## config.mk

```make
export PLATFORM = sky130hd
export DESIGN_NAME = pc_sequencer
export DESIGN_NICKNAME = d
export VERILOG_FILES = /design/src/rtl/pc_sequencer.sv
export SDC_FILE = /design/constraint.sdc
export NUM_CORES = 1
export LEC_CHECK = 0
export CAP_MARGIN = 20
export CORE_ASPECT_RATIO = 0.75
export CORE_MARGIN = 2
export CORE_UTILIZATION = 44
export CTS_CLUSTER_SIZE = 16
export DETAILED_ROUTE_END_ITERATION = 12
export MAX_ROUTING_LAYER = met4
export PLACE_DENSITY = 0.95
export SYNTH_ARGS = -nofsm -noshare
export SYNTH_HDL_FRONTEND = slang
export SYNTH_SLANG_ARGS = --single-unit
```

## constraint.sdc

```tcl
create_clock -name clk -period 4.71 [get_ports clk]
set_input_delay 0.7065 -clock clk [delete_from_list [all_inputs] [get_ports clk]]
set_output_delay 0.7065 -clock clk [all_outputs]
set_load 0.01 [all_outputs]
```

## src/rtl/pc_sequencer.sv

```systemverilog
// pc_sequencer: next-PC and stall/flush controller for a 5-stage pipeline.
// Chooses the next PC (sequential, branch target or hold) and handles
// load-use stalls, memory-wait freezes, and a HALT that drains the pipe
// before raising Halt. Resume returns to RUN.
// Optional feature: define PC_SEQ_PERF_EN to add the StallCnt/FlushCnt
// saturating performance counters.
module pc_sequencer #(
  parameter int                ADDR_W       = 16,
  parameter int                PC_INC       = 2,
  parameter logic [ADDR_W-1:0] RESET_VEC    = '0,
  parameter int                DRAIN_CYCLES = 4,
  parameter int                MAX_STALL    = 8
) (
  input  logic              clk,
  input  logic              rst,
  input  logic [ADDR_W-1:0] PC,
  input  logic              BranchTaken,
  input  logic [ADDR_W-1:0] BranchTarget,
  input  logic              LoadUse,
  input  logic              HaltDec,
  input  logic              MemWait,
  input  logic              Resume,
  output logic [ADDR_W-1:0] NewPC,
  output logic              StopPC,
  output logic              Halt,
  output logic              IFIDFlush,
  output logic              IDEXBubble,
  output logic              StallErr,
  output logic [1:0]        State
`ifdef PC_SEQ_PERF_EN
  ,
  output logic [15:0]       StallCnt,
  output logic [15:0]       FlushCnt
`endif
);

  localparam int DW = (DRAIN_CYCLES > 1) ? $clog2(DRAIN_CYCLES) : 1;
  localparam int SW = $clog2(MAX_STALL + 1);

  // drain_cnt starts one below DRAIN_CYCLES because HALTED is entered on
  // the edge that ends the cycle in which drain_cnt is already zero.
  localparam logic [DW-1:0] DRAIN_INIT = DW'(DRAIN_CYCLES - 1);
  // The wait cycle that sees this value is the MAX_STALL-th in a row.
  localparam logic [SW-1:0] STALL_LAST = SW'(MAX_STALL - 1);

  typedef enum logic [1:0] {
    S_RUN    = 2'b00,
    S_DRAIN  = 2'b01,
    S_HALTED = 2'b10
  } state_t;

  state_t          state_reg, state_next;
  logic [DW-1:0]   drain_cnt_reg, drain_cnt_next;
  logic [SW-1:0]   stall_cnt_reg, stall_cnt_next;
  logic            err_reg, err_next;

  // State and counter registers; rst wins over everything.
  always_ff @(posedge clk) begin
    if (rst) begin
      state_reg     <= S_RUN;
      drain_cnt_reg <= '0;
      stall_cnt_reg <= '0;
      err_reg       <= 1'b0;
    end else begin
      state_reg     <= state_next;
      drain_cnt_reg <= drain_cnt_next;
      stall_cnt_reg <= stall_cnt_next;
      err_reg       <= err_next;
    end
  end

  // Next-state and PC-control outputs, combinational from state + inputs.
  always_comb begin
    state_next     = state_reg;
    drain_cnt_next = drain_cnt_reg;
    stall_cnt_next = '0;          // any cycle without MemWait clears it
    err_next       = err_reg;
    NewPC          = PC;
    StopPC         = 1'b1;
    Halt           = 1'b0;
    IFIDFlush      = 1'b0;
    IDEXBubble     = 1'b0;

    if (rst) begin
      NewPC  = RESET_VEC;
      StopPC = 1'b0;
    end else begin
      unique case (state_reg)
        S_RUN: begin
          if (MemWait) begin
            // Whole pipe frozen: hazards are re-evaluated after release.
            if (stall_cnt_reg == STALL_LAST) begin
              err_next   = 1'b1;
              state_next = S_HALTED;
            end else begin
              stall_cnt_next = stall_cnt_reg + SW'(1);
            end
          end else if (BranchTaken) begin
            // Younger HALT/load-use are on the wrong path and get squashed.
            NewPC      = BranchTarget;
            StopPC     = 1'b0;
            IFIDFlush  = 1'b1;
            IDEXBubble = 1'b1;
          end else if (HaltDec) begin
            IFIDFlush      = 1'b1;
            drain_cnt_next = DRAIN_INIT;
            state_next     = S_DRAIN;
          end else if (LoadUse) begin
            IDEXBubble = 1'b1;
          end else begin
            NewPC  = PC + ADDR_W'(PC_INC);
            StopPC = 1'b0;
          end
        end

        S_DRAIN: begin
          IFIDFlush = 1'b1;
          if (MemWait) begin
            // Drain is frozen with the pipe, but the timeout keeps running.
            if (stall_cnt_reg == STALL_LAST) begin
              err_next   = 1'b1;
              state_next = S_HALTED;
            end else begin
              stall_cnt_next = stall_cnt_reg + SW'(1);
            end
          end else if (drain_cnt_reg == '0) begin
            state_next = S_HALTED;
          end else begin
            drain_cnt_next = drain_cnt_reg - DW'(1);
          end
        end

        S_HALTED: begin
          Halt = 1'b1;
          if (Resume) begin
            state_next = S_RUN;
            err_next   = 1'b0;
          end
        end

        default: begin
          state_next = S_RUN;
        end
      endcase
    end
  end

  assign State    = state_reg;
  assign StallErr = err_reg;

`ifdef PC_SEQ_PERF_EN
  logic        stall_evt;
  logic        flush_evt;
  logic [15:0] stall_perf_reg;
  logic [15:0] flush_perf_reg;

  // A RUN cycle that holds the PC counts as a stall; only branches that
  // win arbitration (no MemWait) count as flushes.
  assign stall_evt = !rst && (state_reg == S_RUN) && StopPC;
  assign flush_evt = !rst && (state_reg == S_RUN) && !MemWait && BranchTaken;

  // Saturating 16-bit performance counters.
  always_ff @(posedge clk) begin
    if (rst) begin
      stall_perf_reg <= '0;
      flush_perf_reg <= '0;
    end else begin
      if (stall_evt && (stall_perf_reg != 16'hFFFF))
        stall_perf_reg <= stall_perf_reg + 16'd1;
      if (flush_evt && (flush_perf_reg != 16'hFFFF))
        flush_perf_reg <= flush_perf_reg + 16'd1;
    end
  end

  assign StallCnt = stall_perf_reg;
  assign FlushCnt = flush_perf_reg;
`endif

endmodule

```

==> qor.csv <==
stage,metric,value,unit
outcome,status,finished clean,
sta,"Hold Violations, Final",0,
pwr,VDD IR max,0.103,mV
floorplanning,die area,3250,µm²
worst_setup_path,crit-path most repeated cell,clkdlybuf4s50_1,
clock_tree,htree depth,1,
route,vias,1605,
clock_tree,Worst-path clk slew,0.04,ns
pwr,Tot Pwr,318,µW
clock_tree,total of cells resized after clock tree synthesis,0,
sta,Final Cycle Share,83.8,%
grt,Tot GR Track Use,26.5,%
sta,WHS,0.450,ns
sta,maximum operating frequency,0.253,GHz
sta,setup TNS,0,ns
synth,Avg Synthesized Cell Area,7.05,µm²
clock_tree,TritonCTS Buffers,3,
grt,antenna violations before repair,0,
worst_setup_path,CP Cell Sequence,"clkdlybuf4s50_1, ha_1, or3b_2, nor4_4, a22oi_1, o32ai_1, clkdlybuf4s50_1",
pwr,power per cell area,169,nW/µm²
sta,Final Skew,0.000816,ns
worst_setup_path,CP Capture Type,primary output,
placed_design,pre-CTS WS,0.828,ns
grt,GRT overflow,0,
synth,"Cell Area, Synth",1230,µm²
clock_tree,Clock Path Buffers,2,
sta,Setup WS post-layout,0.764,ns
worst_setup_path,Max stage delay on crit path,0.60,ns
route,WL final,4.08,mm
route,Starting DRT DRC Count,139,
worst_setup_path,"Slowest-stage cell, CP",clkdlybuf4s50_1,
pwr,Clock Power Share,28.1,%
synth,post-synthesis sequential area ratio,14.6,%
pwr,Combinational Power Share,45.7,%
clock_tree,post-CTS setup repair buffer count,0,
final_layout,Area Overhead vs Synth,52.6,%
floorplanning,Die Ht,49.9,µm
clock_tree,worst-skew pair later-pin latency,0.23,ns
final_layout,Final #Nets,271,
final_layout,# diodes,0,
sta,RSZ-0062 raised after global routing,no,
synth,"Primary FF master, synth",dfxtp_1,
worst_setup_path,CP arrival,3.24,ns
route,TritonRoute pass-1 iters,5,
route,Post-DRT Antenna Nets,0,
sta,Tmin final,3.95,ns
clock_tree,Clock Sinks,9,
final_layout,number of flip-flops in the largest register,4,
synth,Mapped Cells,175,
sta,Worst Max-Slew Pin Slew,0.942,ns
final_layout,"commonest cells after routing, fill and taps aside","clkdlybuf4s50_1 (61), nor2_1 (20), a21oi_1 (17), inv_1 (11), nand2_1 (10)",
clock_tree,hold-fix buffer count after cts,0,
synth,Yosys reg bits,9,
worst_setup_path,worst path bufs/invs,2,
placed_design,Detail Placement HPWL,3.08,mm
min_path,Hold Path Class,flip-flop to flip-flop,
sta,# setup viols final,0,
placed_design,port buffer count,61,
final_layout,fraction of layout cells with a size suffix above 1,7.46,%
pwr,internal power,217,µW
pwr,leakage,0.000682,µW
pwr,Seq pwr share,26.2,%
flow_run,max_cap viols,0,
synth,yosys warns,0,
final_layout,"commonest non-fill, non-tap cell in the layout",clkdlybuf4s50_1,
floorplanning,die width,65.1,µm
worst_setup_path,top cell family by delay on the critical path,buffers and inverters,
synth,Yosys cell types,54,
floorplanning,I/O pin count,62,
synth,syn_nets,217,
route,DRC viols,0,
placed_design,routability cong.,0.892,
pwr,sw frac,31.9,%
floorplanning,Initial Util,46.7,%
synth,"FFs w/ async S/R, synth",0,%
worst_setup_path,CP Class,primary input to primary output,
synth,Post-synth EDFFs,0,
worst_setup_path,Required @ worst endpoint,4.00,ns
worst_setup_path,Worst Setup Start Kind,primary input,
grt,largest net degree at the start of global routing,32,
clock_tree,Root Buffer,clkbuf_8,
route,routed vias/inst,6.08,
sta,Slew Limit Fails,0,
grt,first-pass GRT wire length,6.58,mm
floorplanning,Row Count,16,
grt,number of global-route vias before repair,1426,
floorplanning,CORE AREA,2640,µm²
pwr,Net Sw Power,102,µW
route,wire per inst,15.4,µm
sta,Worst slew margin,37.0,%
worst_setup_path,crit-path max FO,5,
clock_tree,CTS tree,yes,
cell type report:
type / count / area (µm²)
multi-input cells: 140 / 938
well taps: 36 / 45.0
flip-flops and latches: 9 / 180
clock buffers: 4 / 45.0
repair buffers: 64 / 633
fillers: 223 / 759
inverters: 11 / 41.3
metal layers:
layer	track usage, %	vias to the layer above	part of all wire [%]
met5	-	-	0
met1	36.3	732	44
li1	-	769	-
met2	40.7	86	44
met3	4.34	18	7.9
met4	6.94	0	3.5
logic make-up (layout without fill, tap and decap cells):
family,count (synthesis),in the layout,share of synthesized area [%]
and+or+nand+nor,73,73,36.2
buffers and inverters,26,79,9.33
DFF,9,9,14.6
adders and majority gates,3,3,3.04
muxes,5,5,4.97
xor gates and xnor gates,3,3,2.13
AOI/OAI and AO/OA,56,56,29.7
through the flow:
stage               instances  util [%]  cell area (µm²)
floorplan                 175         -             1230
global placement          260      69.6             1840
detailed placement        260      69.6             1840
CTS                       264      71.3             1880
global route              264      71.3             1880
finish                    264      71.3             1880
cells in the mapped netlist (2+ instances only):
cell / number / share of area (%)
a211oi_1: 9 / 5.5
a21oi_1: 17 / 6.9
a221oi_1: 2 / 1.4
a22oi_1: 2 / 1.2
a31oi_1: 2 / 1.0
and2_1: 2 / 1.0
and3_1: 4 / 2.0
and4_1: 2 / 1.4
buf_2: 5 / 2.0
clkbuf_1: 8 / 2.4
dfxtp_1: 9 / 15
ha_1: 3 / 3.0
inv_1: 11 / 3.3
mux2_4: 2 / 2.4
mux2i_1: 2 / 1.6
nand2_1: 10 / 3.0
nand2b_1: 2 / 1.0
nand3_1: 5 / 2.0
nand3b_1: 2 / 1.2
nand4_1: 4 / 2.0
nor2_1: 20 / 6.1
nor3_1: 3 / 1.2
nor3b_1: 2 / 1.2
nor4_1: 4 / 2.0
o21a_1: 2 / 1.2
o21ai_0: 9 / 3.7
o22ai_1: 3 / 1.5
or4_1: 2 / 1.2
xor2_1: 2 / 1.4
final timing paths:
kind / startpoint / to / slack, ns / cells past startpoint
worst min-delay path: stall_cnt_reg[0] / stall_cnt_reg[0] / 0.45 / 1
worst max register to register: State[0] / drain_cnt_reg[0] / 3.05 / 4
worst max-delay path: PC[1] / NewPC[11] / 0.76 / 7
worst min register to register: stall_cnt_reg[0] / stall_cnt_reg[0] / 0.45 / 1
power groups by stage:
stage          clock, µW  sequential, µW  combinational [µW]
3_5_place_dp           0            84.7                 143
3_3_place_gp           0            84.5                 141
2_1_floorplan          0            82.6                70.2
4_1_cts             90.4            83.3                 144
5_1_grt             94.3            83.7                 157
6_report            89.3            83.5                 145
(Power assumes the default switching activity.)
